--- config.mk ---
export PLATFORM = sky130hd
export DESIGN_NAME = bit_scan8_flat
export DESIGN_NICKNAME = d
export VERILOG_FILES = /design/src/rtl/bit_scan8_pkg.sv /design/src/rtl/bit_scan8_if.sv /design/src/rtl/bit_scan8_pri_enc8.sv /design/src/rtl/bit_scan8.sv /design/src/flat_wrapper.sv
export SDC_FILE = /design/constraint.sdc
export NUM_CORES = 1
export LEC_CHECK = 0
export ABC_AREA = 1
export CELL_PAD_IN_SITES_DETAIL_PLACEMENT = 1
export CELL_PAD_IN_SITES_GLOBAL_PLACEMENT = 1
export CORE_MARGIN = 4
export CORE_UTILIZATION = 34
export DETAILED_ROUTE_END_ITERATION = 10
export GPL_ROUTABILITY_DRIVEN = 0
export PLACE_DENSITY = 0.93
export REMOVE_ABC_BUFFERS = 1
export SLEW_MARGIN = 20
export SYNTH_ARGS = -nofsm -noshare
export SYNTH_HDL_FRONTEND = slang
export SYNTH_HIERARCHICAL = 1
export SYNTH_SLANG_ARGS = --single-unit
--- constraint.sdc ---
create_clock -name clk -period 3.32 [get_ports clk]
set_clock_uncertainty 0.05 [all_clocks]
set_input_delay 0.664 -clock clk [delete_from_list [all_inputs] [get_ports clk]]
set_output_delay 0.664 -clock clk [all_outputs]
set_load 0.01 [all_outputs]
--- src/rtl/bit_scan8_pkg.sv ---
// bit_scan_pkg: definitions shared by the bit_scan8 design and its bench.
//   WIDTH      : request word width (8)
//   IDXW       : index width, clog2(WIDTH)
//   state_e    : scanner states, IDLE = 0, SCAN = 1
//   lowest_set : reference lowest-set-bit function (returns 0 for an empty word)
package bit_scan_pkg;

  localparam int WIDTH = 8;
  localparam int IDXW  = $clog2(WIDTH);

  typedef enum logic [0:0] {
    IDLE = 1'b0,
    SCAN = 1'b1
  } state_e;

  function automatic logic [IDXW-1:0] lowest_set(input logic [WIDTH-1:0] word);
    logic [IDXW-1:0] idx;
    idx = '0;
    // Walk downwards so the lowest set bit is the one left standing.
    for (int i = WIDTH - 1; i >= 0; i--) begin
      if (word[i]) idx = IDXW'(i);
    end
    return idx;
  endfunction

endpackage

--- src/rtl/bit_scan8_if.sv ---
// bit_scan8_if: request-in / index-out handshake bundle for bit_scan8.
//   in, in_valid, in_ready      : request word handshake (producer -> scanner)
//   out, out_valid, out_ready   : index handshake (scanner -> consumer)
//   out_last                    : current index is the final pending bit
//   any                         : OR of all still-pending bits
//   zero                        : one-cycle pulse when an all-zero word is accepted
// Modports: master = producer/consumer side, slave = scanner side.
interface bit_scan8_if;
  import bit_scan_pkg::*;

  logic [WIDTH-1:0] in;
  logic             in_valid;
  logic             in_ready;
  logic [IDXW-1:0]  out;
  logic             out_valid;
  logic             out_ready;
  logic             out_last;
  logic             any;
  logic             zero;

  modport master (
    output in, in_valid, out_ready,
    input  in_ready, out, out_valid, out_last, any, zero
  );

  modport slave (
    input  in, in_valid, out_ready,
    output in_ready, out, out_valid, out_last, any, zero
  );

endinterface

--- src/rtl/bit_scan8_pri_enc8.sv ---
// pri_enc8: combinational lowest-set-bit encoder for an 8-bit word.
//   in    [WIDTH-1:0] : word to encode
//   out   [IDXW-1:0]  : index of the lowest set bit, 0 when in == 0
//   found             : |in
// Built as a pair / quad / octet tree, the same shape as an 8-way OR
// reduction, with an index bit contributed at each level.
module pri_enc8
  import bit_scan_pkg::*;
(
  input  logic [WIDTH-1:0] in,
  output logic [IDXW-1:0]  out,
  output logic             found
);

  logic [3:0]      pair_found;
  logic [3:0]      pair_idx;
  logic [1:0]      quad_found;
  logic [1:0][1:0] quad_idx;
  logic [2:0]      raw_idx;

  // Each level prefers its lower half when that half holds any bit,
  // which is what makes the result the lowest set bit overall.
  always_comb begin
    pair_found = '0;
    pair_idx   = '0;
    quad_found = '0;
    quad_idx   = '0;
    for (int p = 0; p < 4; p++) begin
      pair_found[p] = in[2*p] | in[2*p+1];
      pair_idx[p]   = ~in[2*p];
    end
    for (int q = 0; q < 2; q++) begin
      quad_found[q] = pair_found[2*q] | pair_found[2*q+1];
      quad_idx[q]   = pair_found[2*q] ? {1'b0, pair_idx[2*q]}
                                      : {1'b1, pair_idx[2*q+1]};
    end
    found   = quad_found[0] | quad_found[1];
    raw_idx = quad_found[0] ? {1'b0, quad_idx[0]} : {1'b1, quad_idx[1]};
    // An empty word reports index 0 rather than whatever the tree falls to.
    out     = found ? raw_idx : '0;
  end

endmodule

--- src/rtl/bit_scan8.sv ---
// bit_scan8: sequential bit scanner. Accepts an 8-bit request word and emits
// the index of each set bit, lowest first, one per output handshake.
//   clk   : rising-edge clock
//   reset : asynchronous active-high reset
//   bus   : bit_scan8_if slave modport (request in, index out, any, zero)
module bit_scan8
  import bit_scan_pkg::*;
(
  input  logic         clk,
  input  logic         reset,
  bit_scan8_if.slave   bus
);

  localparam logic [0:0]       S_IDLE   = IDLE;
  localparam logic [0:0]       S_SCAN   = SCAN;
  localparam logic [WIDTH-1:0] PEND_ONE = WIDTH'(1);

  logic [0:0]       state_q, state_d;
  logic [WIDTH-1:0] pend_q, pend_d;
  logic             zero_q, zero_d;

  logic [IDXW-1:0]  enc_idx;
  logic             enc_found;
  logic             is_last;

  pri_enc8 u_enc (
    .in    (pend_q),
    .out   (enc_idx),
    .found (enc_found)
  );

  // Clearing the lowest set bit leaves nothing exactly when one bit remains.
  assign is_last = ((pend_q & (pend_q - PEND_ONE)) == '0);

  assign bus.in_ready  = (state_q == S_IDLE);
  assign bus.out_valid = (state_q == S_SCAN);
  assign bus.out       = enc_idx;
  assign bus.out_last  = is_last;
  assign bus.any       = enc_found;
  assign bus.zero      = zero_q;

  // Next-state logic: load a nonzero word and scan it out; an empty word
  // only raises the one-cycle zero pulse. Taking an index drops the lowest
  // pending bit, which is always the one being presented.
  always_comb begin
    state_d = state_q;
    pend_d  = pend_q;
    zero_d  = 1'b0;
    case (state_q)
      S_IDLE: begin
        if (bus.in_valid) begin
          if (bus.in != '0) begin
            pend_d  = bus.in;
            state_d = S_SCAN;
          end else begin
            zero_d = 1'b1;
          end
        end
      end
      S_SCAN: begin
        if (bus.out_ready) begin
          pend_d = pend_q & (pend_q - PEND_ONE);
          if (is_last) state_d = S_IDLE;
        end
      end
      default: begin
        state_d = S_IDLE;
        pend_d  = '0;
      end
    endcase
  end

  // State registers; reset drops any word still being scanned.
  always_ff @(posedge clk or posedge reset) begin
    if (reset) begin
      state_q <= S_IDLE;
      pend_q  <= '0;
      zero_q  <= 1'b0;
    end else begin
      state_q <= state_d;
      pend_q  <= pend_d;
      zero_q  <= zero_d;
    end
  end

endmodule

--- src/flat_wrapper.sv ---
// flat-port wrapper written by rule: the top's interface ports become plain ports
module bit_scan8_flat import bit_scan_pkg::*;
  (clk, reset, bus_in, bus_in_valid, bus_out_ready, bus_in_ready, bus_out, bus_out_valid, bus_out_last, bus_any, bus_zero);
  bit_scan8_if bus_i ();
  input  logic clk;
  input  logic reset;
  input wire logic [$bits(bus_i.in)-1:0] bus_in;
  input wire logic [$bits(bus_i.in_valid)-1:0] bus_in_valid;
  input wire logic [$bits(bus_i.out_ready)-1:0] bus_out_ready;
  output wire logic [$bits(bus_i.in_ready)-1:0] bus_in_ready;
  output wire logic [$bits(bus_i.out)-1:0] bus_out;
  output wire logic [$bits(bus_i.out_valid)-1:0] bus_out_valid;
  output wire logic [$bits(bus_i.out_last)-1:0] bus_out_last;
  output wire logic [$bits(bus_i.any)-1:0] bus_any;
  output wire logic [$bits(bus_i.zero)-1:0] bus_zero;
  assign bus_i.in = bus_in;
  assign bus_i.in_valid = bus_in_valid;
  assign bus_i.out_ready = bus_out_ready;
  assign bus_in_ready = bus_i.in_ready;
  assign bus_out = bus_i.out;
  assign bus_out_valid = bus_i.out_valid;
  assign bus_out_last = bus_i.out_last;
  assign bus_any = bus_i.any;
  assign bus_zero = bus_i.zero;
  bit_scan8 u_core (.clk(clk), .reset(reset), .bus(bus_i));
endmodule
* Yosys cells after proc, flatten, opt, wreduce, memory -nomap -nowiden
Cells that the tools add are included.
Widths: inputs -> output; s select.
** Word-level totals
- Output and inout port bits :: 8
- Input port bits :: 12
- Register bits after elaboration :: 10
- Word-level logic and storage cells :: 39
** Cells by class
- Muxes and demuxes :: 16
- Eq/ne operators :: 3
- $add $sub $neg :: 1
- Reductions and logical operators :: 3
- Bitwise gates (word level) :: 13
** Operators with widths (number)
- $mux 8 :: 3
- $pmux 8 s2 :: 1
- $and 8x8->8 :: 1
- $logic_not 8->1 :: 1
- $reduce_bool 8->1 :: 1
- $sub 8x1->8 const B :: 1
- $mux 1 :: 7
- $or 1x1->1 :: 7
- $mux 3 :: 2
- $not 1->1 :: 5
- $mux 2 :: 2
- $ne 2x2->1 const B :: 2
- $reduce_and 3->1 :: 1
- $ne 2x1->1 const B :: 1
- $pmux 1 s2 :: 1

* Logic depth before layout (Yosys ltp)
Gate-level depths: netlist (run 1).
- Word-level depth :: 6
- Mapped depth :: 8

* Cells and area by module
Netlist (run 1), hierarchy kept.
** Modules (own cells, without submodules)
- bit_scan8 :: times used 1, area each 623.1 um2, cells an instance 94
- pri_enc8 :: times used 1, area each 107.6 um2, cells an instance 23

* Least setup slack after synthesis (run 1)
No wires, ideal clock.
- Path type :: register to output
- Start :: register u_core.pend_q[0]
- End :: output port bus_out_last
- Path buffers :: 0
- Path slack :: 1548 ps
- Stages on the path, launching flop included :: 7
- Required time :: 2606 ps
- Arrival time :: 1058 ps
- Cells stage by stage :: dfrtp_1 -> nor2_4 -> nand2_2 -> nor2_1 -> nor2_1 -> nor2_1 -> and2_2
** On the way
- Longest elaborated chain between the ends :: 3
** RTL lines
- start, declared :: line bit_scan8.sv:19 : logic [WIDTH-1:0] pend_q, pend_d;
- start signal, assigned :: line bit_scan8.sv:81 : pend_q <= pend_d;
- $sub 8x1->8 :: line bit_scan8.sv:33 : assign is_last = ((pend_q & (pend_q - PEND_ONE)) == '0);
- $and 8x8->8 * :: line bit_scan8.sv:33
- $logic_not 8->1 * :: line bit_scan8.sv:33
- end, declared :: line flat_wrapper.sv:13 : output wire logic [$bits(bus_i.out_last)-1:0] bus_out_last;
Every way passes the cells marked *; elsewhere a longest branch is shown, timed or not.

* Final worst setup path (run 1)
Same ends and word-level chain as after synthesis.

==> impl_metrics.yaml, run 1 <==
clock_network:
  cts_tree: "done"
  cts.sinks: 10
  insertion_delay_ns: 0.27
  cts_hold_buf: 0
  cts_buffers: 3
  clk_path_buf_depth: 2
  cts_max_level: 1
  ctsResizeCount: 0
  cts_root_buffer: "clkbuf_4"
  clkSlewWorstSetupHoldPaths_ns: 0.08
  post_cts.repair.setup_buffers: 0
synthesis:
  synth_xor_area_share_pct: 0
  ys_seq_elements: 10
  syn_inst: 117
  yosysSeqAreaShare_pct: 34.2
  synth_cell_types: 17
  yosys.area_share.simple_pct: 47.1
  synth_top_family_by_area: "simple AND/OR/NAND/NOR gates"
  syn_avg_cell_area_um2: 6.25
  synth_adder_area_share_pct: 0
  synth_top_cells_by_area: "dfrtp_1, nand2_1, nor2_1"
  mappedNetlistArea_um2: 731
  muxShareOfSynthArea_pct: 0
  yosys.area.top_type_share_pct: 34.2
  ys_warn_count: 6
  synth_compound_area_share_pct: 9.76
  yosysTopAreaCell: "dfrtp_1"
worst_setup_path:
  r2r-end: "u_core/bus.out_valid"
  ff2ff_setup_slack_ns: 1.87
  reg2reg_depth: 8
  path_cells: "nor2_4, nand2_2, nor2_1, nor2_1, nor2_1, and2_2, clkdlybuf4s50_1"
  worst-path-buf-inv: 1
  crit_arrival_ns: 2.02
  cp_common_cell: "nor2_1"
  r2r-start: "u_core/pend_q[0]"
  cp_slowest_stage_delay_ns: 0.53
  cp.required_ns: 2.61
  worstPathMaxFanout: 6
  criticalPathCategory: "reg -> out"
  critPathTopFamily: "simple AND/OR/NAND/NOR gates"
  worst_path_max_delay_cell: "clkdlybuf4s50_1"
  cp-end-kind: "output pin"
  critPathLaunchType: "flop"
pwr:
  max-vdd-ir-drop_uv: 524
  power.density_nw_per_um2: 1000
  leakage_nw: 0.499
  p_total_mw: 0.998
sta:
  fin_crit_sh_pct: 82.3
  fin_crit_ns: 2.73
  max_freq_mhz: 366
  finalMaxSlewViolations: 0
  final-hold-violation-count: 0
  hold_ws_ns: 0.536
  rsz0062_at_grt: "false"
  slew_headroom_pct: 72.0
  setup_violations: 0
  worst_pin_slew_ns: 0.420
  tns_ns: 0
final_layout:
  layout-drive-gt1-share_pct: 11.4
  num_antenna_cells: 0
  nets: 153
  area_growth_pct: 36.0
  fillCellCount: 273
outcome:
  outcome: "finished, final reports clean"
global_routing:
  grt.met3_usage_pct: 3.81
  grt_max_degree: 15
  grt.met2_usage_pct: 33.5
  top_usage_layer: "met2"
  grt_pass1_wl_um: 3890
  grtUsageMet1_pct: 20.8
  grt_pass1_vias: 890
  overflow: 0
  antenna_found_initial: 0
  grtUsageTotal_pct: 18.7
routing:
  dr.pass1.iters: 4
  via_per_inst: 4.78
  drt_wl_total_um: 2230
  wire_per_inst_um: 13.4
  vias: 798
  drtIter0Drc: 7
  drtAntennaViolNets: 0
  drcViolationCount: 0
floorplan:
  initial_core_util_pct: 36.5
  io_pins: 20
  num_rows: 16
  die-area_um2: 2960
  core_um2: 2000
  die_x_um: 54.4
  die_y_um: 54.4
placed_design:
  numPortBuffers: 19
  hpwlAfterDp_um: 1760
worst_hold_path:
  worstHoldStart: "u_core/pend_q[7]"
  hold_path.class: "reg -> reg"
  worstHoldPathCells: 2
  min_to: "u_core/pend_q[7]"
run:
  max-cap-violations: 0
worst max path at each step:
stage                          start            to  slack [ns]  depth (start not counted)
global route        u_core/pend_q[0]  bus_out_last        0.46                          7
global placement    u_core/pend_q[0]  bus_out_last        0.96                          7
CTS                 u_core/pend_q[0]  bus_out_last        0.58                          7
finish              u_core/pend_q[0]  bus_out_last        0.59                          7
detailed placement  u_core/pend_q[0]  bus_out_last        0.90                          7
floorplan           u_core/pend_q[0]  bus_out_last        1.55                          6
layout by cell type, fill, tap and decap left out:
cell type,n
a21oi_1,2
and2_2,1
buf_4,1
clkbuf_4,3
clkbuf_8,1
clkdlybuf4s50_1,19
dfrtp_1,10
inv_1,16
nand2_1,40
nand2_2,1
nand2_4,1
nand3_1,9
nand3_2,2
nor2_1,18
nor2_2,4
nor2_4,1
o21ai_0,7
o21ai_1,2
o21ai_2,1
o21bai_1,1
metal layers:
metal	up-vias	share of wire (%)
met5	-	0
met4	0	0.72
met3	2	5.6
met2	21	51
met1	371	43
li1	404	-
cell type report:
class | instances | area, µm² | area share, %
multi-input combinational | 90 | 415 | 41.8
sequential | 10 | 250 | 25.2
timing repair buffer | 20 | 198 | 19.9
inverter | 16 | 60.1 | 6.05
clock buffer | 4 | 36.3 | 3.65
tap | 27 | 33.8 | 3.40
through the flow:
stage,instances,setup WS [ns],utilization [%],cell area [µm²]
after floorplan,116,1.55,-,726
after global placement,163,0.960,47.8,957
after detailed placement,163,0.896,47.8,957
after CTS,167,0.579,49.6,993
after global routing,167,0.458,49.6,993
final,167,0.586,49.6,993
tightest hold or removal path: cells and delay by family (launching register included):
family	cells	cell delay, ns
DFF	1	0.39
buffers and inverters	1	0.09
AOI/OAI and AO/OA	1	0.07
synth_stat cells:
cell,number
nand3_1,9
o21bai_1,1
nand2_2,1
inv_1,16
nor2_2,4
o21ai_1,2
nand2_4,1
nor2_4,1
dfrtp_1,10
o21ai_2,1
o21ai_0,7
nand2_1,40
a21oi_1,2
and2_2,1
buf_2,1
nand3_2,2
nor2_1,18
registers in the layout (all words and copies together), names as in the netlist:
signal and cells:
u_core/bus.out_valid 1, u_core/bus.zero 1, u_core/pend_q 8
logic make-up after synthesis:
logic type	after synthesis
AOI/OAI and AO/OA	13
DFF	10
and+or+nand+nor	77
buffers and inverters	17
power by group:
part	total (mW)	internal (mW)	switching (mW)
sequential	0.241	0.169	0.0721
combinational	0.645	0.287	0.357
clock	0.113	0.0666	0.0464
(Power assumes the default switching activity.)
==> run 2, diff against run 1 <==
CORE_UTILIZATION = 31   (was 34)
PLACE_DENSITY = 0.87   (was 0.93)
clock period = 2.9 ns   (was 3.32 ns; I/O delays follow)
==> impl_metrics.yaml, run 2 (same netlist as run 1, synthesis figures left out) <==
worst_setup_path:
  ff2ff_setup_slack_ns: 1.49
  cp_common_cell: "nor2_1"
  path_cells: "nor2_4, nor2_1, nor2_1, nand3_1, nor2_2, and2_2, clkdlybuf4s50_1"
  crit_end: "bus_out_last"
  r2r-start: "u_core/pend_q[0]"
  critPathTopFamily: "simple AND/OR/NAND/NOR gates"
  cp-end-kind: "output pin"
  reg2reg_depth: 8
  startpoint: "u_core/pend_q[0]"
  worst_path_max_delay_cell: "clkdlybuf4s50_1"
  cp.required_ns: 2.27
  critPathLaunchType: "flop"
  worst-path-buf-inv: 1
  r2r-end: "u_core/bus.out_valid"
  worstPathMaxFanout: 6
  cp_num_cells: 7
  crit_arrival_ns: 2.01
  criticalPathCategory: "reg -> out"
  cp_slowest_stage_delay_ns: 0.53
clock_network:
  cts_max_level: 1
  clk_path_buf_depth: 2
  cts_buffers: 3
  insertion_delay_ns: 0.26
  clkSlewWorstSetupHoldPaths_ns: 0.06
  cts.sinks: 10
  cts_root_buffer: "clkbuf_4"
  ctsResizeCount: 0
  post_cts.repair.setup_buffers: 0
  cts_hold_buf: 0
  cts_tree: "done"
placed_design:
  post-place-ws_ns: 0.582
  hpwlAfterDp_um: 1670
  dp.cells: 164
  numPortBuffers: 19
routing:
  drtIter0Drc: 9
  drtAntennaViolNets: 0
  wire_per_inst_um: 12.2
  drt_wl_total_um: 2040
  dr.pass1.iters: 4
  via_per_inst: 4.80
  vias: 801
  drcViolationCount: 0
final_layout:
  layout-drive-gt1-share_pct: 10.8
  num_antenna_cells: 0
  nets: 153
  fin_cells: 167
  final_common_cell: "nand2_1"
  multi_input_comb_area_um2: 415
  area_growth_pct: 34.2
  fillCellCount: 301
  regMostFlops: "u_core/pend_q"
  largest_reg_flops: 8
  final_cell_mix: "nand2_1, clkdlybuf4s50_1, nor2_1, inv_1, dfrtp_1"
  final_util_pct: 43.9
  seqCellArea_um2: 250
floorplan:
  initial_core_util_pct: 32.7
  num_rows: 17
  io_pins: 20
  die_x_um: 56.6
  die_y_um: 56.6
  core_um2: 2230
  die-area_um2: 3200
sta:
  hold_ws_ns: 0.522
  slew_headroom_pct: 73.2
  worst_pin_slew_ns: 0.402
  fin_crit_sh_pct: 90.9
  setup_violations: 0
  final-hold-violation-count: 0
  fin_ws_ns: 0.263
  tns_ns: 0
  finalMaxSlewViolations: 0
  max_freq_mhz: 379
  fin_crit_ns: 2.64
  rsz0062_at_grt: "false"
pwr:
  switching_share_pct: 48.1
  power.density_nw_per_um2: 1120
  p_seq_share_pct: 24.8
  comb_power_share_pct: 66.4
  max-vdd-ir-drop_uv: 538
  leakage_nw: 0.492
  p_clk_share_pct: 8.7
  p_int_mw: 0.570
  p_switching_mw: 0.528
global_routing:
  grt_max_degree: 16
  top_usage_layer: "met2"
  antenna_found_initial: 0
  grt.met3_usage_pct: 2.99
  grt_pass1_vias: 876
  grt_pass1_wl_um: 3590
  grtUsageMet1_pct: 16.2
  grt.met2_usage_pct: 24.8
  grtUsageTotal_pct: 14.3
  overflow: 0
run:
  max-cap-violations: 0
worst_hold_path:
  hold_path.class: "reg -> reg"
  worstHoldPathCells: 2
outcome:
  outcome: "finished, final reports clean"
-- run 2: cell types whose count changed in the layout (fill, tap and decap cells not counted) --
cell      before  now
clkbuf_8       1    0
-- run 2: worst min-delay path by stage --
stage | startpoint | to | slack [ns]
6_report | u_core/pend_q[7] | u_core/pend_q[7] | 0.52
3_5_place_dp | u_core/pend_q[7] | u_core/pend_q[7] | 0.52
3_3_place_gp | u_core/pend_q[7] | u_core/pend_q[7] | 0.50
5_1_grt | u_core/bus.out_valid | u_core/bus.out_valid | 0.57
2_1_floorplan | reset | u_core/bus.out_valid | 0.37
4_1_cts | u_core/pend_q[7] | u_core/pend_q[7] | 0.53
-- run 2: cell type report --
cell class                      count  area share (%)
Clock buffer                        3            2.30
Inverter                           16            6.12
Tap cell                           28            3.57
Timing Repair Buffer               20            20.2
Multi-Input combinational cell     90            42.3
Sequential cell                    10            25.5
-- run 2: power by group through the flow --
stage	logic, mW	clock network, mW	registers, mW
6_report	0.729	0.0960	0.273
5_1_grt	0.825	0.104	0.285
4_1_cts	0.736	0.0985	0.275
3_5_place_dp	0.728	0	0.277
3_3_place_gp	0.704	0	0.272
2_1_floorplan	0.450	0	0.257
-- run 2: metal layers --
metal	up-vias	share of wire (%)
met5	-	0
met4	0	3.0
met3	8	7.8
met2	32	46
met1	356	43
li1	405	-
-- run 2: worst min-delay path: stages, from the launching register on --
cell	delay (ns)
dfrtp_1	0.38
inv_1	0.08
o21ai_1	0.08
-- run 2: through the flow --
stage	instance area (µm²)	power, mW
after floorplan	726	0.707
after global placement	958	0.976
after detailed placement	958	1.01
after CTS	981	1.11
after global routing	981	1.21
final	981	1.10
==> run 3, diff against run 2 <==
ABC_AREA = unset   (was 1)
CORE_UTILIZATION = 32   (was 31)
GPL_ROUTABILITY_DRIVEN = unset   (was 0)
SETUP_SLACK_MARGIN = 0.2   (was unset)
==> impl_metrics.yaml, run 3 <==
outcome:
  outcome: "finished, final reports clean"
final_layout:
  regMostFlops: "u_core/pend_q"
  layout-drive-gt1-share_pct: 13.8
  fillCellCount: 212
  final_area_um2: 910
  final_common_cell: "clkdlybuf4s50_1"
  area_growth_pct: 45.7
  nets: 107
  largest_reg_flops: 8
  num_antenna_cells: 0
  final_cell_mix: "clkdlybuf4s50_1, dfrtp_1, nand2_1"
sta:
  fin_crit_ns: 2.61
  rsz0062_at_grt: "false"
  slew_headroom_pct: 61.3
  finalMaxSlewViolations: 0
  tns_ns: 0
  worst_pin_slew_ns: 0.579
  setup_violations: 0
  final-hold-violation-count: 0
  max_freq_mhz: 383
  fin_crit_sh_pct: 90.1
clock_network:
  cts_hold_buf: 0
  cts_buffers: 3
  clk_path_buf_depth: 2
  insertion_delay_ns: 0.27
  cts_max_level: 1
  cts.sinks: 10
  clkSlewWorstSetupHoldPaths_ns: 0.07
  post_cts.repair.setup_buffers: 0
  cts_root_buffer: "clkbuf_4"
  cts_tree: "done"
global_routing:
  grt_pass1_vias: 676
  grt_max_degree: 13
  grt_pass1_wl_um: 2930
  overflow: 0
  antenna_found_initial: 0
  grtUsageTotal_pct: 14.8
pwr:
  p_clk_share_pct: 11.8
  p_int_mw: 0.618
  switching_share_pct: 41.1
  p_seq_share_pct: 28.5
  max-vdd-ir-drop_uv: 516
  comb_power_share_pct: 59.8
  p_total_mw: 1.05
  power.density_nw_per_um2: 1150
  leakage_nw: 0.381
  p_switching_mw: 0.432
placed_design:
  gp_congestion: 0.786
  numPortBuffers: 19
  place_area_um2: 871
  hpwlAfterDp_um: 1380
routing:
  dr.pass1.iters: 4
  drt_wl_total_um: 1770
  via_per_inst: 5.58
  drtIter0Drc: 9
  vias: 664
  drtAntennaViolNets: 0
  wire_per_inst_um: 14.9
  drcViolationCount: 0
floorplan:
  core_um2: 1780
  die-area_um2: 2720
  io_pins: 20
  die_y_um: 52.2
  die_x_um: 52.2
  num_rows: 15
  initial_core_util_pct: 35.0
worst_hold_path:
  hold_path.class: "in -> async"
synthesis:
  synth.most_common_cell: "dfrtp_1"
  synth_edf_count: 0
  synth_top_flop_cell: "dfrtp_1"
  synth_cell_types: 29
  yosysTopAreaCell: "dfrtp_1"
  synth_top_cells_by_area: "dfrtp_1, nand2_1, a2111oi_4"
  synth_common_cells: "dfrtp_1, nand2_1, a21oi_1, nor2_1"
  syn_inst: 69
  synthArstFlopShare_pct: 100
  syn_avg_cell_area_um2: 9.05
  yosys.area.top_type_share_pct: 40.1
  ys_warn_count: 6
  mappedNetlistArea_um2: 624
  ys_seq_elements: 10
  yosysSeqAreaShare_pct: 40.1
worst_setup_path:
  cp.required_ns: 2.27
  crit_arrival_ns: 1.98
  worstPathMaxFanout: 2
  critPathLaunchType: "flop"
  criticalPathCategory: "reg -> out"
  cp-end-kind: "output pin"
run:
  max-cap-violations: 0
run 3: cell count changes after synthesis, sizes merged, moves of 2 or more:
cell	change
a211oi	+3
a21o	+2
a21oi	+3
a221o	+2
inv	-13
nand2	-33
nand3	-11
nor2	-18
nor2b	+3
nor4	+5
o21ai	-5
o41ai	+2
run 3: worst max-delay path: stages (launching register included):
cell and delay [ns]:
dfrtp_1 0.38, or4_4 0.55, a2111oi_4 0.35, o22a_2 0.19, dlygate4sd2_1 0.26
run 3: logic make-up after synthesis:
family | share of synthesized area, %
flops | 40.1
buf+inv | 3.81
simple gates | 20.4
compound gates | 34.1
fa+ha+maj | 1.60
run 3: worst paths after layout:
check	slack (ns)	end	from	cells past startpoint
worst max-delay path	0.29	bus_out_last	u_core/pend_q[0]	4
worst min-delay path	0.54	u_core/bus.out_valid	reset	2
worst max register to register	1.11	u_core/pend_q[6]	u_core/pend_q[0]	4
worst min register to register	0.63	u_core/pend_q[1]	u_core/pend_q[1]	2
max in group asynchronous	1.97	u_core/pend_q[3]	reset	2
min in group clk	0.63	u_core/pend_q[1]	u_core/pend_q[1]	2
run 3: final cells by class:
type | instances | area [µm²] | area share, %
multi-input cells | 53 | 354 | 38.9
well taps | 25 | 31.3 | 3.44
repair buffers | 24 | 226 | 24.9
inverters | 3 | 11.3 | 1.24
flip-flops and latches | 10 | 250 | 27.5
clock buffers | 4 | 36.3 | 3.99
run 3: timing repair:
action	in CTS	in global routing
pin swaps	0	1
setup endpoints to repair	1	1
gates resized for setup	2	0
run 3: power groups by stage:
stage / sequential [mW] / clock (mW) / combinational [mW]
final: 0.299 / 0.124 / 0.628
after global routing: 0.310 / 0.137 / 0.690
after CTS: 0.299 / 0.131 / 0.632
after detailed placement: 0.299 / 0 / 0.629
after global placement: 0.290 / 0 / 0.616
after floorplan: 0.306 / 0 / 0.321
run 3: through the flow:
stage               cells  hold WS [ns]  util [%]  worst slack [ns]
floorplan              66         0.370         -             0.571
global placement      115         0.585      48.8             0.238
detailed placement    115         0.602      48.8             0.239
CTS                   119         0.546      51.0             0.260
global route          119         0.563      51.0             0.200
finish                119         0.539      51.0             0.287
run 3: metal layers:
metal	track usage (%)	share of wire [%]	up-vias
met1	16.8	44	314
met3	3.70	6.3	2
met2	25.5	49	29
met5	0	0	-
met4	7.66	0.57	0
li1	-	-	319
